`config.mk`:
```
export PLATFORM = sky130hd
export DESIGN_NAME = ics2115_bus_master
export DESIGN_NICKNAME = d
export VERILOG_FILES = /design/src/rtl/ics2115_pkg.sv /design/src/rtl/ics2115_cmd_fifo.sv /design/src/rtl/ics2115_bus_master.sv
export SDC_FILE = /design/constraint.sdc
export NUM_CORES = 1
export LEC_CHECK = 0
export BUFFER_PORTS_ARGS = -buffer_cell sky130_fd_sc_hd__buf_2
export CAP_MARGIN = 20
export CORE_AREA = 8 8 118 228
export DETAILED_ROUTE_END_ITERATION = 12
export DIE_AREA = 0 0 126 236
export PLACE_DENSITY = 0.42
export SLEW_MARGIN = 15
export SYNTH_ARGS = -nofsm -noshare
export SYNTH_HDL_FRONTEND = slang
export SYNTH_SLANG_ARGS = --single-unit
```
`constraint.sdc`:
```
create_clock -name clk -period 3.7 [get_ports clk]
set_input_delay 0.185 -clock clk [delete_from_list [all_inputs] [get_ports clk]]
set_output_delay 0.185 -clock clk [all_outputs]
set_load 0.05 [all_outputs]
```
`src/rtl/ics2115_pkg.sv`:
```
// ICS2115 bus master shared types.
// Chip port map, sequencer states and the queued command bundle.
package ics2115_pkg;

  localparam logic [1:0] ADDR_STAT = 2'd0;
  localparam logic [1:0] ADDR_SEL  = 2'd1;
  localparam logic [1:0] ADDR_DLO  = 2'd2;
  localparam logic [1:0] ADDR_DHI  = 2'd3;

  typedef enum logic [2:0] {
    ST_IDLE,
    ST_SEL,
    ST_GAP,
    ST_DLO,
    ST_DHI,
    ST_RSP
  } state_e;

  // reg is a keyword, so the register index is reg_idx
  typedef struct packed {
    logic        write;
    logic        wide;
    logic [7:0]  reg_idx;
    logic [15:0] wdata;
  } cmd_t;

endpackage

```
`src/rtl/ics2115_cmd_fifo.sv`:
```
// Command FIFO for the ICS2115 bus master.
// Power-of-two depth; push is ignored when full, pop when empty.
module ics2115_cmd_fifo
  import ics2115_pkg::*;
#(
  parameter int DEPTH = 4
) (
  input  logic clk,
  input  logic reset_n,
  input  logic push,
  input  cmd_t wr_cmd,
  input  logic pop,
  output cmd_t rd_cmd,
  output logic empty,
  output logic full
);

  localparam int AW = $clog2(DEPTH);
  localparam logic [AW-1:0] P_ONE = 1;
  localparam logic [AW:0]   C_ONE = 1;
  localparam logic [AW:0]   C_MAX = DEPTH;

  cmd_t          mem_q [DEPTH];
  logic [AW-1:0] wp_q;
  logic [AW-1:0] rp_q;
  logic [AW:0]   cnt_q;
  logic          do_push;
  logic          do_pop;

  assign empty   = (cnt_q == '0);
  assign full    = (cnt_q == C_MAX);
  assign do_push = push && !full;
  assign do_pop  = pop && !empty;
  assign rd_cmd  = mem_q[rp_q];

  always_ff @(posedge clk or negedge reset_n) begin
    if (!reset_n) begin
      wp_q  <= '0;
      rp_q  <= '0;
      cnt_q <= '0;
    end else begin
      if (do_push) wp_q <= wp_q + P_ONE;
      if (do_pop)  rp_q <= rp_q + P_ONE;
      if (do_push && !do_pop) cnt_q <= cnt_q + C_ONE;
      if (do_pop && !do_push) cnt_q <= cnt_q - C_ONE;
    end
  end

  always_ff @(posedge clk) begin
    if (do_push) mem_q[wp_q] <= wr_cmd;
  end

endmodule

```
`src/rtl/ics2115_bus_master.sv`:
```
// ICS2115 register bus master: queues commands and sequences
// select / data-low / data-high strobes with idle gaps between them.
module ics2115_bus_master
  import ics2115_pkg::*;
#(
  parameter int GAP       = 2,
  parameter int CMD_DEPTH = 4
) (
  input  logic        clk,
  input  logic        reset_n,
  input  logic        cmd_valid,
  output logic        cmd_ready,
  input  logic        cmd_write,
  input  logic        cmd_wide,
  input  logic [7:0]  cmd_reg,
  input  logic [15:0] cmd_wdata,
  output logic        rsp_valid,
  output logic [15:0] rsp_data,
  output logic        busy,
  output logic [1:0]  ics_addr,
  output logic [7:0]  ics_din,
  input  logic [7:0]  ics_dout,
  output logic        ics_we,
  output logic        ics_re
);

  localparam bit         GAP_ON   = (GAP != 0);
  localparam logic [3:0] GAP_LAST = 4'(GAP - 1);

  state_e      state_q, state_d;
  state_e      pend_q, pend_d;
  state_e      nxt;
  logic        adv;
  logic [3:0]  cnt_q, cnt_d;
  cmd_t        cur_q, cur_d;
  logic [7:0]  last_sel_q, last_sel_d;
  logic        sel_valid_q, sel_valid_d;
  logic [15:0] rsp_q, rsp_d;
  logic [1:0]  addr_q;

  cmd_t        head;
  cmd_t        in_cmd;
  logic        fifo_empty;
  logic        fifo_full;
  logic        pop;

  assign in_cmd = '{
    write:   cmd_write,
    wide:    cmd_wide,
    reg_idx: cmd_reg,
    wdata:   cmd_wdata
  };

  assign cmd_ready = reset_n && !fifo_full;
  assign busy      = !fifo_empty || (state_q != ST_IDLE);
  assign rsp_valid = (state_q == ST_RSP);
  assign rsp_data  = rsp_q;

  ics2115_cmd_fifo #(
    .DEPTH (CMD_DEPTH)
  ) u_fifo (
    .clk     (clk),
    .reset_n (reset_n),
    .push    (cmd_valid && cmd_ready),
    .wr_cmd  (in_cmd),
    .pop     (pop),
    .rd_cmd  (head),
    .empty   (fifo_empty),
    .full    (fifo_full)
  );

  always_comb begin
    state_d     = state_q;
    pend_d      = pend_q;
    cnt_d       = cnt_q;
    cur_d       = cur_q;
    last_sel_d  = last_sel_q;
    sel_valid_d = sel_valid_q;
    rsp_d       = rsp_q;
    pop         = 1'b0;
    nxt         = ST_IDLE;
    adv         = 1'b0;
    ics_we      = 1'b0;
    ics_re      = 1'b0;
    ics_din     = 8'h00;
    ics_addr    = addr_q;

    unique case (state_q)
      ST_IDLE: begin
        if (!fifo_empty) begin
          pop   = 1'b1;
          cur_d = head;
          if (sel_valid_q && head.reg_idx == last_sel_q)
            state_d = ST_DLO;
          else
            state_d = ST_SEL;
        end
      end
      ST_SEL: begin
        ics_we      = 1'b1;
        ics_addr    = ADDR_SEL;
        ics_din     = cur_q.reg_idx;
        last_sel_d  = cur_q.reg_idx;
        sel_valid_d = 1'b1;
        nxt         = ST_DLO;
        adv         = 1'b1;
      end
      ST_GAP: begin
        if (cnt_q == GAP_LAST) begin
          state_d = pend_q;
          cnt_d   = 4'd0;
        end else begin
          cnt_d = cnt_q + 4'd1;
        end
      end
      ST_DLO: begin
        ics_addr = ADDR_DLO;
        ics_we   = cur_q.write;
        ics_re   = !cur_q.write;
        if (cur_q.write) ics_din = cur_q.wdata[7:0];
        else             rsp_d   = {8'h00, ics_dout};
        if (cur_q.wide) begin
          nxt = ST_DHI;
          adv = 1'b1;
        end else begin
          state_d = cur_q.write ? ST_IDLE : ST_RSP;
        end
      end
      ST_DHI: begin
        ics_addr = ADDR_DHI;
        ics_we   = cur_q.write;
        ics_re   = !cur_q.write;
        if (cur_q.write) ics_din = cur_q.wdata[15:8];
        else             rsp_d   = {ics_dout, rsp_q[7:0]};
        state_d = cur_q.write ? ST_IDLE : ST_RSP;
      end
      ST_RSP: begin
        state_d = ST_IDLE;
      end
      default: begin
        state_d = ST_IDLE;
      end
    endcase

    // a strobe that has a following phase waits out the gap first
    if (adv) begin
      if (GAP_ON) begin
        state_d = ST_GAP;
        pend_d  = nxt;
        cnt_d   = 4'd0;
      end else begin
        state_d = nxt;
      end
    end
  end

  always_ff @(posedge clk or negedge reset_n) begin
    if (!reset_n) begin
      state_q     <= ST_IDLE;
      pend_q      <= ST_IDLE;
      cnt_q       <= 4'd0;
      cur_q       <= '0;
      last_sel_q  <= 8'h00;
      sel_valid_q <= 1'b0;
      rsp_q       <= 16'h0000;
      addr_q      <= 2'd0;
    end else begin
      state_q     <= state_d;
      pend_q      <= pend_d;
      cnt_q       <= cnt_d;
      cur_q       <= cur_d;
      last_sel_q  <= last_sel_d;
      sel_valid_q <= sel_valid_d;
      rsp_q       <= rsp_d;
      addr_q      <= ics_addr;
    end
  end

endmodule
```
==> key figures <==
Clocking
  – CTS tree: done
  – Setup Buffers After CTS: 0
  – Worst-skew pair later-pin latency: between 400 and 500 ps
  – PostCTS Resize Cnt: 0
  – H-tree depth: 4
  – Num Clock Sinks: 173
  – Root Buffer: clkbuf_16
  – Buffer depth of the longest clock path: 2
  – Cts bufs inserted: 17
  – Worst-path clk slew: 70 ps

STA
  – Final hold slack: 23.97 ps
  – Unrepaired setup endpoints after global routing: false
  – FMAX: approximately 360 MHz
  – Worst slew margin: 0.4526
  – TNS Setup: 0 ps
  – Min Tclk post-route: 2768 ps
  – Crit share post-route: 0.7482
  – Final Slew Violations: 0
  – Worst-Margin Slew: about 820 ps
  – Worst clock skew: approximately 8.7 ps
  – Final Hold Viols: 0
  – Final-report setup violation count: 0

Cells and area
  – Fillers: roughly 2300
  – Synthesis-to-finish area growth: 23.37%
  – NumNets Final: 560
  – Area of the multi-input gates: between 1500 and 2000 µm²
  – Register Area: just under 5000 µm²
  – Non-filler cells in the finished layout: 815
  – Diodes inserted: 0
  – Final core occ: 0.3627
  – Layout cells sized above 1: 0.3409

Route
  – Wire length per cell: 19.54 µm
  – Drt drc: 0
  – Vias per cell: ~4.7
  – Routed wire length: between 15000 and 20000 µm
  – Post-route ant nets: 0
  – Vias post-DR: ~3800
  – DR pass1 iterations: 4
  – Initial DRC Count: 238

Worst setup path
  – Worst setup SP type: flop
  – Nature of the critical path endpoint: output pin
  – WP data required: 3510 ps
  – Crit path max fanout: 19
  – Setup CP Type: flop to output pin
  – Worst EP arrival: between 2000 and 3000 ps

Global routing
  – Total gr overflow: 0
  – First-pass GRT wire length: around 26000 µm
  – Vias in the first global route: 4344
  – Largest net degree at the start of global routing: 38
  – Total Routing Usage GR: 0.1145
  – Initial antenna violation count: 0

Yosys
  – Mapped Cells: roughly 400
  – Top cells by count, synth: edfxtp_1 (104), dfrtp_1 (69), mux2_2 (39)
  – Synth Cell Area: 7003 µm²
  – Unique masters post-synth: 46
  – Yosys top cell area share: 0.4460
  – Area leader, netlist: edfxtp_1
  – Synth async-reset ratio: 0.3988
  – Main synth FF type: edfxtp_1
  – Post-synth EDFFs: between 100 and 150
  – Top cells by area, synth: edfxtp_1 (45%), dfrtp_1 (25%), mux4_2 (8.0%)
  – Yosys warning count: 0
  – Count leader, synth: edfxtp_1
  – Post-synthesis sequential area ratio: 0.6925
  – Syn nets: roughly 450
  – Number of synthesized register bits: between 150 and 200
  – Mapped Avg Cell Area: roughly 17 µm²

Floorplanning
  – Die ar.: between 20000 and 30000 µm²
  – Io pins: a little under 70
  – Rows: 80
  – Core area: roughly 24000 µm²
  – Starting Density: 0.2940
  – Die extent in y: about 240 µm
  – Chip width: between 100 and 150 µm

Power
  – Total chip power: roughly 0.0074 W
  – Reg power frac: 0.399
  – Gate power share: 0.344
  – Leakage: 3.333 nW
  – Psw: roughly 0.0026 W
  – Power Dens Cells: around 860 nW/µm²
  – Clock power share: 0.257
  – VDD IR max: 0.0002739 V
  – Sw Share: 0.3532
  – P_int: just under 0.005 W

Place
  – Post-DP HPWL: between 10000 and 15000 µm
  – Dpl cells: 750
  – Port bufs: 67
  – GP Congestion: 0.6974

Hold path
  – HP Class: input pin to flop

Run
  – Max Cap Viol: 0

Run status
  – Outcome: finished, final reports clean
[repair_timing]
item                       in CTS  in global routing
hold endpoints to repair      142                  0
setup endpoints to repair       0                  0
hold buffers                   33                  0
[routing by layer]
metal,up-vias,part of all wire,GRT usage
met1,1973,0.37,0.1145
met2,81,0.57,0.2157
li1,1761,-,-
met5,-,0,0
met4,0,0.021,0.04734
met3,18,0.040,0.03141
[final cells by class]
class / instances / area share
clock buffers: 19 / 0.05127
flip-flops and latches: 173 / 0.5615
clock inverters: 13 / 0.02172
well taps: 287 / 0.04156
inverters: 17 / 0.007386
repair buffers: 112 / 0.08747
multi-input cells: 194 / 0.2291
[stage by stage]
step                      instance area [µm²]  worst slack (ps)
final                                    8640             931.8
after global routing                     8640             683.1
after CTS                                8640             871.9
after detailed placement                 7679              1339
after global placement                   7679              1334
after floorplan                          7003             542.8
[sequential cells by signal, indices dropped and copies added, names as in the netlist, 3 cells and up]
name          flops
cnt_q             4
cur_q            26
last_sel_q        8
rsp_data         16
state_q           3
u_fifo.cnt_q      3
u_fifo.mem_q    104
[worst paths after layout]
kind,cells past startpoint,from,endpoint,slack (ps)
max in group asynchronous,4,reset_n,u_fifo.rp_q[0],2380
min,2,ics_dout[5],rsp_data[5],20
max reg2reg,6,state_q[1],u_fifo.cnt_q[1],1340
min reg2reg,1,sel_valid_q,sel_valid_q,470
min in group asynchronous,3,reset_n,rsp_data[2],420
max,5,state_q[0],ics_din[7],930
[worst max-delay path, stage by stage, from the launching register on]
cell      delay, ps
dfrtp_1         660
nor2b_1         230
and2_1          680
a222oi_1        200
inv_1           110
buf_2           260
[layout by cell type, fill, tap and decap left out, drive strengths merged, types with 5 or more instances in the layout]
cell type	synthesis	final
edfxtp	104	104
buf	17	79
dfrtp	69	69
mux2	44	44
dlygate4sd3	0	33
mux4	26	26
inv	17	19
clkbuf	2	19
nand2	17	17
xnor2	14	14
o22ai	11	11
a21oi	10	10
a222oi	8	8
nor2	8	8
ha	7	7
and3	5	5
[power by group through the flow]
stage / sequential (W) / combinational (W) / clock [W]
CTS: 0.00299 / 0.00263 / 0.00198
global route: 0.00304 / 0.00278 / 0.00204
floorplan: 0.00303 / 0.00185 / 0
detailed placement: 0.00303 / 0.00260 / 0
finish: 0.00296 / 0.00256 / 0.00191
global placement: 0.00300 / 0.00257 / 0
[kinds of logic (layout without fill, tap and decap cells)]
logic type | count (synthesis) | after routing | share of synthesized area
and+or+nand+nor | 55 | 55 | 0.04324
adders and majority gates | 8 | 8 | 0.01536
xor gates and xnor gates | 16 | 16 | 0.02001
AOI/OAI and AO/OA | 43 | 43 | 0.04628
muxes | 72 | 72 | 0.1578
DFF | 173 | 173 | 0.6925
buffers and inverters | 36 | 161 | 0.02483
(Power assumes the default switching activity.)
